### src/rtl/systolic_feeder_pkg.sv
// Shared state encodings and width helper for the systolic edge feeder.
package systolic_feeder_pkg;

  typedef enum logic [1:0] {
    LOAD,
    RUN,
    DONE
  } top_state_t;

  typedef enum logic [2:0] {
    L_IDLE,
    L_SKEW,
    L_SEND,
    L_FIN,
    L_DONE
  } lane_state_t;

  // Bits needed to count 0..n inclusive.
  function automatic int unsigned cnt_width(input int unsigned n);
    return (n < 1) ? 1 : $clog2(n + 1);
  endfunction

endpackage

### src/rtl/systolic_feeder_if.sv
// Load-side and lane-side handshake bundle between a feeder and its neighbours.
interface systolic_feeder_if #(
  parameter int DATA_WIDTH = 32,
  parameter int LANES      = 4
);
  logic                        load_valid;
  logic                        load_ready;
  logic [LANES*DATA_WIDTH-1:0] load_data;
  logic                        load_last;
  logic [LANES*DATA_WIDTH-1:0] lane_data;
  logic [LANES-1:0]            lane_waiting;
  logic [LANES-1:0]            lane_finished;
  logic [LANES-1:0]            lane_ready;
  logic                        busy;
  logic                        done;

  modport master (
    output load_valid, load_data, load_last, lane_ready,
    input  load_ready, lane_data, lane_waiting, lane_finished, busy, done
  );

  modport slave (
    input  load_valid, load_data, load_last, lane_ready,
    output load_ready, lane_data, lane_waiting, lane_finished, busy, done
  );
endinterface

### src/rtl/systolic_feeder_lane.sv
// One feeder lane: optional start skew, K element transfers, then a finished beat.
module feeder_lane
  import systolic_feeder_pkg::*;
#(
  parameter int DATA_WIDTH = 32,
  parameter int DEPTH      = 8,
  parameter int SKEW       = 0,
  localparam int unsigned CW = cnt_width(DEPTH),
  localparam int unsigned SW = (SKEW > 0) ? $clog2(SKEW + 1) : 1
) (
  input  logic                  clk,
  input  logic                  rst,
  input  logic                  start,
  input  logic                  clear,
  input  logic [CW-1:0]         k,
  input  logic                  ready,
  input  logic [DATA_WIDTH-1:0] elem,
  output logic [CW-1:0]         rd_idx,
  output logic [DATA_WIDTH-1:0] data,
  output logic                  waiting,
  output logic                  finished,
  output logic                  finishing
);

  lane_state_t   state, state_nx;
  logic [CW-1:0] rd_ptr;
  logic [SW-1:0] skew_cnt;

  always_ff @(posedge clk) begin
    if (rst) state <= L_IDLE;
    else     state <= state_nx;
  end

  always_comb begin
    state_nx = state;
    unique case (state)
      L_IDLE: if (start) state_nx = (SKEW == 0) ? L_SEND : L_SKEW;
      L_SKEW: if (skew_cnt == '0) state_nx = L_SEND;
      L_SEND: if (ready && (rd_ptr + CW'(1) == k)) state_nx = L_FIN;
      L_FIN:  if (ready) state_nx = L_DONE;
      L_DONE: if (clear) state_nx = L_IDLE;
      default: state_nx = L_IDLE;
    endcase
  end

  always_ff @(posedge clk) begin
    if (rst) begin
      rd_ptr   <= '0;
      skew_cnt <= '0;
    end else begin
      if (state == L_IDLE && start) begin
        rd_ptr   <= '0;
        skew_cnt <= SW'((SKEW > 0) ? SKEW - 1 : 0);
      end else begin
        if (state == L_SEND && ready) rd_ptr <= rd_ptr + CW'(1);
        if (state == L_SKEW && skew_cnt != '0) skew_cnt <= skew_cnt - SW'(1);
      end
    end
  end

  always_comb begin
    waiting   = (state == L_SEND);
    finished  = (state == L_FIN);
    data      = waiting ? elem : '0;
    // Lets the top enter DONE in the same cycle the slowest lane reaches L_DONE.
    finishing = (state == L_DONE) || (state == L_FIN && ready);
  end

  assign rd_idx = rd_ptr;

endmodule

### src/rtl/systolic_feeder.sv
// Block buffer plus top LOAD/RUN/DONE control; fans the buffer out to skewed lanes.
module systolic_feeder
  import systolic_feeder_pkg::*;
#(
  parameter int DATA_WIDTH = 32,
  parameter int LANES      = 4,
  parameter int DEPTH      = 8
) (
  input  logic             clk,
  input  logic             rst,
  systolic_feeder_if.slave bus
);

  localparam int unsigned CW = cnt_width(DEPTH);

  top_state_t                  state, state_nx;
  logic [CW-1:0]               wr_cnt;
  logic [CW-1:0]               k;
  logic [LANES*DATA_WIDTH-1:0] buf_q [DEPTH];

  logic                        accept;
  logic                        last_beat;
  logic                        all_finishing;
  logic                        load_ready_o, busy_o, done_o;
  logic [LANES*DATA_WIDTH-1:0] lane_data_w;
  logic [LANES-1:0]            waiting_w, finished_w, finishing_w;

  assign accept        = (state == LOAD) && bus.load_valid;
  assign last_beat     = accept && (bus.load_last || wr_cnt == CW'(DEPTH - 1));
  assign all_finishing = &finishing_w;

  always_ff @(posedge clk) begin
    if (rst) state <= LOAD;
    else     state <= state_nx;
  end

  always_comb begin
    state_nx = state;
    unique case (state)
      LOAD:    if (last_beat) state_nx = RUN;
      RUN:     if (all_finishing) state_nx = DONE;
      DONE:    state_nx = LOAD;
      default: state_nx = LOAD;
    endcase
  end

  always_comb begin
    load_ready_o = 1'b0;
    busy_o       = 1'b0;
    done_o       = 1'b0;
    unique case (state)
      LOAD:    load_ready_o = 1'b1;
      RUN:     busy_o       = 1'b1;
      DONE:    done_o       = 1'b1;
      default: load_ready_o = 1'b0;
    endcase
  end

  always_ff @(posedge clk) begin
    if (rst) begin
      wr_cnt <= '0;
      k      <= '0;
    end else begin
      if (state == DONE)   wr_cnt <= '0;
      else if (accept)     wr_cnt <= wr_cnt + CW'(1);
      if (last_beat)       k      <= wr_cnt + CW'(1);
    end
  end

  always_ff @(posedge clk) begin
    if (accept) begin
      for (int unsigned j = 0; j < DEPTH; j++) begin
        if (wr_cnt == CW'(j)) buf_q[j] <= bus.load_data;
      end
    end
  end

  for (genvar i = 0; i < LANES; i++) begin : g_lane
    logic [CW-1:0]         rd_idx;
    logic [DATA_WIDTH-1:0] elem;

    always_comb begin
      elem = '0;
      for (int unsigned j = 0; j < DEPTH; j++) begin
        if (rd_idx == CW'(j)) elem = buf_q[j][i*DATA_WIDTH +: DATA_WIDTH];
      end
    end

    feeder_lane #(
      .DATA_WIDTH (DATA_WIDTH),
      .DEPTH      (DEPTH),
      .SKEW       (i)
    ) u_lane (
      .clk       (clk),
      .rst       (rst),
      .start     (last_beat),
      .clear     (state == DONE),
      .k         (k),
      .ready     (bus.lane_ready[i]),
      .elem      (elem),
      .rd_idx    (rd_idx),
      .data      (lane_data_w[i*DATA_WIDTH +: DATA_WIDTH]),
      .waiting   (waiting_w[i]),
      .finished  (finished_w[i]),
      .finishing (finishing_w[i])
    );
  end

  assign bus.load_ready    = load_ready_o;
  assign bus.busy          = busy_o;
  assign bus.done          = done_o;
  assign bus.lane_data     = lane_data_w;
  assign bus.lane_waiting  = waiting_w;
  assign bus.lane_finished = finished_w;

endmodule

### src/flat_wrapper.sv
// flat-port wrapper written by rule: the top's interface ports become plain ports
module systolic_feeder_flat import systolic_feeder_pkg::*;
#(
  parameter int DATA_WIDTH = 32,
  parameter int LANES      = 4,
  parameter int DEPTH      = 8
)
  (clk, rst, bus_load_valid, bus_load_data, bus_load_last, bus_lane_ready, bus_load_ready, bus_lane_data, bus_lane_waiting, bus_lane_finished, bus_busy, bus_done);
  systolic_feeder_if #(.DATA_WIDTH(DATA_WIDTH), .LANES(LANES)) bus_i ();
  input  logic clk;
  input  logic rst;
  input wire logic [$bits(bus_i.load_valid)-1:0] bus_load_valid;
  input wire logic [$bits(bus_i.load_data)-1:0] bus_load_data;
  input wire logic [$bits(bus_i.load_last)-1:0] bus_load_last;
  input wire logic [$bits(bus_i.lane_ready)-1:0] bus_lane_ready;
  output wire logic [$bits(bus_i.load_ready)-1:0] bus_load_ready;
  output wire logic [$bits(bus_i.lane_data)-1:0] bus_lane_data;
  output wire logic [$bits(bus_i.lane_waiting)-1:0] bus_lane_waiting;
  output wire logic [$bits(bus_i.lane_finished)-1:0] bus_lane_finished;
  output wire logic [$bits(bus_i.busy)-1:0] bus_busy;
  output wire logic [$bits(bus_i.done)-1:0] bus_done;
  assign bus_i.load_valid = bus_load_valid;
  assign bus_i.load_data = bus_load_data;
  assign bus_i.load_last = bus_load_last;
  assign bus_i.lane_ready = bus_lane_ready;
  assign bus_load_ready = bus_i.load_ready;
  assign bus_lane_data = bus_i.lane_data;
  assign bus_lane_waiting = bus_i.lane_waiting;
  assign bus_lane_finished = bus_i.lane_finished;
  assign bus_busy = bus_i.busy;
  assign bus_done = bus_i.done;
  systolic_feeder #(.DATA_WIDTH(DATA_WIDTH), .LANES(LANES), .DEPTH(DEPTH)) u_core (.clk(clk), .rst(rst), .bus(bus_i));
endmodule
### config.mk
export PLATFORM = sky130hd
export DESIGN_NAME = systolic_feeder_flat
export DESIGN_NICKNAME = d
export VERILOG_FILES = /design/src/rtl/systolic_feeder_pkg.sv /design/src/rtl/systolic_feeder_if.sv /design/src/rtl/systolic_feeder_lane.sv /design/src/rtl/systolic_feeder.sv /design/src/flat_wrapper.sv
export SDC_FILE = /design/constraint.sdc
export NUM_CORES = 1
export LEC_CHECK = 0
export ABC_AREA = 0
export CELL_PAD_IN_SITES_DETAIL_PLACEMENT = 1
export CELL_PAD_IN_SITES_GLOBAL_PLACEMENT = 1
export CORE_UTILIZATION = 52
export CTS_CLUSTER_SIZE = 10
export DETAILED_ROUTE_END_ITERATION = 8
export DONT_BUFFER_PORTS = 1
export GPL_TIMING_DRIVEN = 0
export PLACE_DENSITY = 0.79
export SKIP_LAST_GASP = 1
export SYNTH_ARGS = -nofsm -noshare
export SYNTH_HDL_FRONTEND = slang
export SYNTH_SLANG_ARGS = --single-unit
### constraint.sdc
create_clock -name clk -period 6.6 [get_ports clk]
set_input_delay 1.32 -clock clk [delete_from_list [all_inputs] [get_ports clk]]
set_output_delay 1.32 -clock clk [all_outputs]
set_load 0.03 [all_outputs]
# After elaboration in Yosys (flattened, before gate mapping)
# Memory sizes are Yosys's and may differ from the RTL's.
# Cells that the tools add are included.
# word_totals
output_inout_bits	139
register_bits	44
word_cells	277
input_bits	136
ramBits	1024
memories	1
latchBits	0
romBits	0
# mem_list
memory	depth	word_bits	read_ports	rd_clocked_by_memory_dff	wr	line	rtl
u_core.buf_q	8	128	8	0	1	systolic_feeder.sv:19	logic [LANES*DATA_WIDTH-1:0] buf_q [DEPTH];
# classes
n_eq_ne	79
div	0
n_reduce_logical	61
multipliers	0
mux	110
bitwise_logic	0
order_cmp	0
shift	0
add_sub_neg	9
# ops
op	n
2-to-1 mux 32 bit	36
2-to-1 mux 128 bit	7
OR reduction 128 bit	7
== test 4 x 3 -> 1 bit, second input constant	20
2-to-1 mux 3 bit	22
one-hot mux 3 bit (5 select lines)	4
== test 4 x 2 -> 1 bit, second input constant	10
2-to-1 mux 1 bit	36
== test 3 x 2 -> 1 bit, second input constant	8
logical AND 1 bit	22
!= test 2 x 1 -> 1 bit, second input constant	11
!= test 2 bit, second input constant	11
adder 4 x 1 -> 4 bit, second input constant	5
== test 4 x 1 -> 1 bit, second input constant	5
logical NOT 4 bit	5
AND reduction 5 bit	4
== test 4 bit	4
== test 3 x 1 -> 1 bit, second input constant	4
== test 3 bit, second input constant	4
logical NOT 3 bit	4
OR reduction 2 bit	5
2-to-1 mux 2 bit	4
nonzero test 2 bit	4
logical NOT 2 bit	3
other kinds (8)	14

# Longest topological paths before layout
# Gate-level depths: netlist of the first run.
# depth
word_depth	12
depth_mapped	9
mapped_depth_nobuf	7

# Hierarchy
# A second synthesis of the first run with hierarchy kept.
# unflattened
cells_unflattened	2811
hier_area_um2	44167.4
# modules_own_cells
module	instances	area_each_um2	cells_per_inst
systolic_feeder	1	41310.9	2433
feeder_lane (u_core.g_lane[2].u_lane)	1	755.7	101
feeder_lane (u_core.g_lane[3].u_lane)	1	748.2	99
feeder_lane (u_core.g_lane[1].u_lane)	1	696.9	91
feeder_lane (u_core.g_lane[0].u_lane)	1	655.6	87

# Worst setup path before layout of the first run
# OpenSTA, ideal clock, no wires.
# synth_timing
path_type	input to register
from	input bus_load_valid
to	memory u_core.buf_q[1][0] (netlist bit) (enable)
path_buffers	0
required_ns	6.097
arrival_ns	4.777
path_stages	2
setup_ns	0.503
path_slack_ns	1.320
cell_sequence	nor3b_2 -> and3_1
# synth_between
elab_chain_len	11
word_cells_on_any_way	38
classes_between	mux: 30; reduce/logical: 8
# synth_rtl
element	line	rtl
start, declared	flat_wrapper.sv:12	input wire logic [$bits(bus_i.load_valid)-1:0] bus_load_valid;
logical AND 1 bit *	systolic_feeder.sv:28	assign accept = (state == LOAD) && bus.load_valid;
2-to-1 mux 1 bit	systolic_feeder.sv:71	if (accept) begin
2-to-1 mux 1 bit (implied by the code)	systolic_feeder.sv:73	if (wr_cnt == CW'(j)) buf_q[j] <= bus.load_data;
OR reduction 128 bit (no line)	n/a	
2-to-1 mux 3 bit (no line) or 2-to-1 mux 1 bit (tied branches) (7 in series)	n/a	
end, declared	systolic_feeder.sv:19	
# Every way passes the cells marked *; elsewhere a longest branch is shown, timed or not.

# Worst setup path in the final report of the first run
# layout_timing
from	register u_core.g_lane[3].u_lane.rd_ptr[0]
to	output bus_lane_data[124]
# layout_between
elab_chain_len	10
word_cells_on_any_way	17
classes_between	eq/ne: 7; mux: 9; reduce/logical: 1
# layout_rtl
element	line	rtl
start, declared	systolic_feeder_lane.sv:26	logic [CW-1:0] rd_ptr;
start signal, assigned	systolic_feeder_lane.sv:55	if (state == L_SEND && ready) rd_ptr <= rd_ptr + CW'(1);
logical NOT 4 bit	systolic_feeder.sv:85	if (rd_idx == CW'(j)) elem = buf_q[j][i*DATA_WIDTH +: DATA_WIDTH];
2-to-1 mux 32 bit (7 in series)	systolic_feeder.sv:85	
2-to-1 mux 32 bit *	systolic_feeder.sv:85	
2-to-1 mux 32 bit *	systolic_feeder_lane.sv:64	data = waiting ? elem : '0;
end, declared	flat_wrapper.sv:17	output wire logic [$bits(bus_i.lane_data)-1:0] bus_lane_data;
# Marks and branches as above.

==> impl_metrics.env, run 1 <==
export IMPL_worst_setup_hold_path_clk_slew_ns=0.06
export IMPL_layout_cells_most_common="edfxtp_1"
export IMPL_path_class="register to primary output"
export IMPL_synth_largest_area_cell="edfxtp_1"
export IMPL_finalNonFillerCells=4755
export IMPL_clockBufferDepth=3
export IMPL_max_vdd_ir_drop_mv=0.255
export IMPL_fmax_ghz=0.187
export IMPL_core_um2=84000
export IMPL_synth_flop_cell="edfxtp_1"
export IMPL_syn_area_per_cell_um2=12.9
export IMPL_critical_path_max_stage_delay_ns=1.05
export IMPL_overflow=0
export IMPL_synth_edf_count=1024
export IMPL_preCtsSetupSlack_ns=2.14
export IMPL_finalNetCount=3729
export IMPL_number_of_global_route_vias_before_repair=32200
export IMPL_timing_max_cap_violations=0
export IMPL_slew_violations=0
export IMPL_timing_final_crit_share=0.809
export IMPL_cts_resized=0
export IMPL_synth_area_top_cells="edfxtp_1, a21oi_1, nand3b_1"
export IMPL_crit_path_start_kind="register"
export IMPL_min_path_type="register to register"
export IMPL_place_port_buffers=0
export IMPL_largest_net_degree_at_the_start_of_global_routing=62
export IMPL_initial_utilization=0.527
export IMPL_slowest_stage="a31oi_1"
export IMPL_dieArea_um2=86300
export IMPL_max_slew_worst_pin_slew_ns=1.29
export IMPL_layout_cells_most_common_list="edfxtp_1, a21oi_1, nor2_1"
export IMPL_tritoncts_num_buffers=119
export IMPL_placementRows=106
export IMPL_worstPathMaxFanout=10
export IMPL_fin_skew_ns=0.0238
export IMPL_drt_iter0_markers=2508
export IMPL_flops_latches_synth=1068
export IMPL_timing_critical_path_cells="ha_1 -> buf_2 -> clkbuf_1 -> clkbuf_1 -> a21oi_1 -> nor2_1 -> o22ai_1 -> a31oi_1"
export IMPL_io_pins=275
export IMPL_grt_antenna_before_repair=0
export IMPL_synthesis_yosys_warnings=0
export IMPL_cts_htree_levels=3
export IMPL_first_pass_iters=5
export IMPL_worst_ep_arrival_time_ns=4.02
export IMPL_critPathMostFrequentCell="clkbuf_1"
export IMPL_postSynth_asyncResetShare=0
export IMPL_worst_slew_margin_rel=0.135
export IMPL_post_synth_num_cell_types=60
export IMPL_power_density_cells_nw_per_um2=301
export IMPL_postSynthCellCount=3434
export IMPL_required_ns=5.28
export IMPL_routed_wirelength_normalized_by_instance_count_um=27.2
export IMPL_netlist_area_leader_share=0.695
export IMPL_final_critical_path_setup_slack_ns=1.26
export IMPL_critPathBufInv=3
export IMPL_grt_first_pass_wirelength_mm=194
export IMPL_via_count=29800
export IMPL_drtAntennaViolNets=0
export IMPL_cts_sinks=1068
export IMPL_gp_congestion=0.842
export IMPL_numPlacedInstances=4584
export IMPL_clkLatencyLatePin_ns=0.70
export IMPL_sequential_fraction_of_the_synthesis_area=0.715
export IMPL_syn_cell_area_um2=44200
export IMPL_dp_hpwl_mm=82.5
export IMPL_layout_drive_gt1_share=0.0685
export IMPL_timing_hold_violations_final=0
export IMPL_finalCriticalPeriod_ns=5.34
export IMPL_die_width_um=294
export IMPL_vias_cell=6.26
export IMPL_p_leak_nw=15.9
export IMPL_unrepaired_setup_endpoints_after_global_routing="false"
export IMPL_postCtsHoldBufs=0
export IMPL_outcome="completed"
export IMPL_flow_area_growth_from_synthesis_pct=11.6
export IMPL_clock_tree_from_tritoncts="yes"
export IMPL_worst_setup_path_end_kind="primary output"
export IMPL_setup_viol=0
export IMPL_cts_setup_buffers=0
export IMPL_post_route_drc_count=0
export IMPL_die_y_um=294
export IMPL_cts_root_buf="clkbuf_16"
export IMPL_syn_num_nets=3592
export IMPL_crit_family="buffers and inverters"
export IMPL_wirelength_mm=129
export IMPL_grtUsageTotal=0.298
worst min-delay path, stage by stage (launching register included):
cell,delay (ns)
dfxtp_1,0.31
inv_1,0.07
a311oi_2,0.04
registers in the layout, indices dropped and copies added, names as in the netlist:
register and cells:
u_core.g_lane.u_lane.skew_cnt 6, u_core.k 4, u_core.state 2, u_core.wr_cnt 4, u_core.buf_q 1024, u_core.g_lane.u_lane.state 12, u_core.g_lane.u_lane.rd_idx 16
power by group:
group	total [W]	switching (W)	internal, W
Sequential	0.00767	0.0000556	0.00761
Combinational	0.00134	0.000901	0.000441
Clock	0.00585	0.00254	0.00332
layer usage:
metal	vias to the layer above	track usage	part of all wire
li1	13000	-	-
met1	15200	0.373	0.39
met2	1274	0.508	0.50
met3	295	0.0652	0.076
met4	0	0.110	0.033
met5	-	0	0
area by class of cell:
class | count | area, µm²
fill | 8167 | 34600
sequential | 1068 | 31600
multi-input combinational | 1900 | 10700
clock buffer | 161 | 3210
tap | 1134 | 1420
buffer | 285 | 1240
inverter | 181 | 679
timing repair buffer | 16 | 425
clock inverter | 9 | 61.3
antenna | 1 | 2.50
stage by stage:
stage / hold WS, ns / cell area (µm²) / total power [W] / setup TNS (ns) / util
2_1_floorplan: 0.423 / 44200 / 0.00875 / 0 / -
3_3_place_gp: 0.431 / 45700 / 0.00907 / -1076.96 / 0.544
3_5_place_dp: 0.456 / 46100 / 0.00913 / 0 / 0.549
4_1_cts: 0.464 / 49400 / 0.0149 / 0 / 0.588
5_1_grt: 0.486 / 49400 / 0.0152 / 0 / 0.588
6_report: 0.463 / 49400 / 0.0149 / 0 / 0.588
Yosys cell counts, drive strengths merged (3+ instances only):
library cell  count
or3               9
clkbuf          197
and3              4
ha               22
nand3b          139
xor2             15
nor2b             8
a31oi            65
a211oi            7
inv             181
nand4b            4
buf              88
a221oi           11
o31ai             5
a221o            23
xnor2            27
o22ai           120
dfxtp            44
and2             11
nand4             3
nand3            16
o221ai            9
nor3b             4
a22oi             3
or2               4
nand2b            9
nand2           219
o21ai           124
nor3             13
a21oi           643
nor2            256
o22a            106
edfxtp         1024
logic make-up after synthesis:
| logic type | synth area share |
|---|---|
| flops | 0.715 |
| buf+inv | 0.0434 |
| mux | 0.000226 |
| simple gates | 0.0782 |
| xor+xnor | 0.00831 |
| compound gates | 0.149 |
| fa+ha+maj | 0.00622 |
worst paths after layout:
kind / cells past startpoint / start / slack [ns] / to
hold reg to reg: 2 / u_core.g_lane[0].u_lane.skew_cnt$_SDFFE_PP0P_ / 0.46 / u_core.g_lane[0].u_lane.skew_cnt$_SDFFE_PP0P_
setup reg to reg: 6 / u_core.state[1]$_SDFFE_PP0P_ / 3.20 / u_core.buf_q[0][348]$_DFFE_PP_
setup / recovery: 8 / u_core.g_lane[3].u_lane.rd_idx[0]$_SDFFE_PP0P_ / 1.26 / bus_lane_data[124]
hold / removal: 2 / u_core.g_lane[0].u_lane.skew_cnt$_SDFFE_PP0P_ / 0.46 / u_core.g_lane[0].u_lane.skew_cnt$_SDFFE_PP0P_
Note: power is estimated with default switching activity, not from simulation.
==> run 2, diff against run 1 <==
--- a/config.mk
+++ b/config.mk
@@ -8,12 +8,12 @@
 export ABC_AREA = 0
 export CELL_PAD_IN_SITES_DETAIL_PLACEMENT = 1
 export CELL_PAD_IN_SITES_GLOBAL_PLACEMENT = 1
-export CORE_UTILIZATION = 52
+export CORE_UTILIZATION = 47
 export CTS_CLUSTER_SIZE = 10
 export DETAILED_ROUTE_END_ITERATION = 8
 export DONT_BUFFER_PORTS = 1
 export GPL_TIMING_DRIVEN = 0
-export PLACE_DENSITY = 0.79
+export PLACE_DENSITY = 0.75
 export SKIP_LAST_GASP = 1
 export SYNTH_ARGS = -nofsm -noshare
 export SYNTH_HDL_FRONTEND = slang
==> constraint.sdc (replaced) <==
create_clock -name clk -period 4.6 [get_ports clk]
set_input_delay 0.92 -clock clk [delete_from_list [all_inputs] [get_ports clk]]
set_output_delay 0.92 -clock clk [all_outputs]
set_load 0.03 [all_outputs]
==> run 2 against run 1 <==
- clock power increased by 50%
- setup slack got worse by 1.1 ns
- sequential share of layout area is 1.1 points lower
- wire length rose by 0.37%
- non-clock buffer count is 2 higher
- utilization shrank 5.0 points
- sequential cell count unchanged
- clock-buffer cell count up 4
- worst hold slack worse by 0.17 ns
- highest routed layer unchanged
- cell count up 2.8%
==> impl_metrics.env, run 2 (same netlist as run 1, synthesis figures left out) <==
export IMPL_crit_path_start_kind="register"
export IMPL_place_port_buffers=0
export IMPL_dp_hpwl_mm=80.9
export IMPL_final_critical_path_setup_slack_ns=0.161
export IMPL_layout_cells_most_common="edfxtp_1"
export IMPL_placementRows=112
export IMPL_setup_viol=0
export IMPL_gp_congestion=0.781
export IMPL_worst_r2r_path_depth=5
export IMPL_max_slew_worst_pin_slew_ns=0.983
export IMPL_timing_final_crit_share=0.965
export IMPL_holdPathStages=0
export IMPL_overflow=0
export IMPL_clock_tree_from_tritoncts="yes"
export IMPL_dieArea_um2=95400
export IMPL_vias_cell=5.99
export IMPL_finalNetCount=3733
export IMPL_preCtsSetupSlack_ns=0.536
export IMPL_outcome="completed"
export IMPL_cts_setup_buffers=0
export IMPL_core_um2=93300
export IMPL_grtUsageTotal=0.268
export IMPL_die_y_um=309
export IMPL_io_pins=275
export IMPL_max_vdd_ir_drop_mv=0.360
export IMPL_power_density_cells_nw_per_um2=433
export IMPL_finalCriticalPeriod_ns=4.44
export IMPL_r2r_end="u_core.buf_q[0][191]$_DFFE_PP_"
export IMPL_post_route_drc_count=0
export IMPL_timing_rr_start="u_core.state[1]$_SDFFE_PP0P_"
export IMPL_worst_ep_arrival_time_ns=3.52
export IMPL_initial_utilization=0.474
export IMPL_grt_antenna_before_repair=0
export IMPL_seq_area_um2=31600
export IMPL_min_delay_start="bus_load_data[70]"
export IMPL_slew_violations=0
export IMPL_multiInputGateArea_um2=11200
export IMPL_routed_wirelength_normalized_by_instance_count_um=26.5
export IMPL_postLayoutCoreUtil=0.538
export IMPL_tritoncts_num_buffers=121
export IMPL_fmax_ghz=0.225
export IMPL_timing_max_cap_violations=0
export IMPL_clockBufferDepth=3
export IMPL_min_delay_worst_endpoint="u_core.buf_q[0][454]$_DFFE_PP_"
export IMPL_cts_htree_levels=3
export IMPL_fin_skew_ns=0.0161
export IMPL_postCtsHoldBufs=0
export IMPL_die_width_um=309
export IMPL_drtAntennaViolNets=0
export IMPL_p_leak_nw=16.1
export IMPL_timing_hold_violations_final=0
export IMPL_unrepaired_setup_endpoints_after_global_routing="false"
export IMPL_cts_sinks=1068
export IMPL_clkLatencyLatePin_ns=0.72
export IMPL_layout_cells_most_common_list="edfxtp_1, a21oi_1, nor2_1"
export IMPL_first_pass_iters=6
export IMPL_flow_area_growth_from_synthesis_pct=13.5
export IMPL_regToRegSetupSlack_ns=1.19
export IMPL_via_count=29300
export IMPL_number_of_global_route_vias_before_repair=31500
export IMPL_drt_iter0_markers=2401
export IMPL_largest_net_degree_at_the_start_of_global_routing=56
export IMPL_worst_slew_margin_rel=0.343
export IMPL_cts_root_buf="clkbuf_16"
export IMPL_fin_total_pwr_w=0.0217
export IMPL_worst_setup_hold_path_clk_slew_ns=0.06
export IMPL_wirelength_mm=130
export IMPL_worstPathMaxFanout=10
export IMPL_min_path_type="input pin to register"
export IMPL_path_class="register to primary output"
export IMPL_filler_cell_count=9338
export IMPL_layout_drive_gt1_share=0.0969
export IMPL_worst_setup_path_end_kind="primary output"
export IMPL_grt_first_pass_wirelength_mm=191
export IMPL_required_ns=3.68
export IMPL_regMostFlops="u_core.buf_q"
export IMPL_largest_reg_flops=1024
[run 2: layout make-up]
cell class	count	area share
clock buffer	165	0.0644
timing repair buffer	19	0.00934
inverter	181	0.0135
multi-input combinational	1900	0.223
sequential	1068	0.630
tap	1254	0.0312
clock inverter	17	0.00409
buffer	284	0.0249
antenna	1	0.0000498
[run 2: critical path, cell delays in order (launching register included)]
cell	delay [ns]
dfxtp_1	0.49
ha_1	0.22
buf_2	0.25
buf_2	0.29
buf_2	0.34
clkbuf_1	0.58
a21oi_1	0.17
o22ai_1	0.20
a21oi_1	0.27
[run 2: per-stage QoR]
stage | instances | hold WS, ns | instance area [µm²] | setup TNS (ns)
after floorplan | 3434 | 0.423 | 44300 | 0
after global placement | 4688 | 0.433 | 45800 | -397.37
after detailed placement | 4707 | 0.448 | 46300 | 0
after CTS | 4889 | 0.237 | 49900 | -0.000386
after global routing | 4888 | 0.260 | 50200 | 0
final | 4889 | 0.296 | 50200 | 0
[run 2: how the worst max path moves through the flow]
stage | end | from | slack (ns) | cells past startpoint
finish | bus_lane_data[85] | u_core.g_lane[2].u_lane.rd_idx[0]$_SDFFE_PP0P_ | 0.16 | 8
global route | bus_lane_data[96] | u_core.g_lane[3].u_lane.rd_idx[0]$_SDFFE_PP0P_ | 0.003 | 8
CTS | bus_lane_data[118] | u_core.g_lane[3].u_lane.rd_idx[0]$_SDFFE_PP0P_ | -0.0004 | 8
detailed placement | bus_lane_data[121] | u_core.g_lane[3].u_lane.rd_idx[0]$_SDFFE_PP0P_ | 0.54 | 8
global placement | u_core.buf_q[0][483]$_DFFE_PP_ | u_core.state[1]$_SDFFE_PP0P_ | -0.65 | 4
floorplan | u_core.buf_q[1][0]$_DFFE_PP_ | bus_load_valid | 1.17 | 2
[run 2: what timing repair did]
action / CTS / global route
gates resized for setup: 32 / 71
gates cloned: 0 / 0
endpoints found under the setup margin: 44 / 76
[run 2: report_power, final]
| part | leakage, nW | internal (W) | total [W] | switching (W) |
|---|---|---|---|---|
| logic | 4.76 | 0.000661 | 0.00199 | 0.00133 |
| clock network | 1.66 | 0.00498 | 0.00875 | 0.00376 |
| registers | 9.64 | 0.0109 | 0.0110 | 0.0000783 |
[run 2: metal layers]
layer,global-route usage,vias up,routed length [µm]
met5,0,-,0
met4,0.107,0,4300
met3,0.0573,272,9730
met2,0.453,1095,63700
met1,0.337,14900,52000
li1,-,13000,-
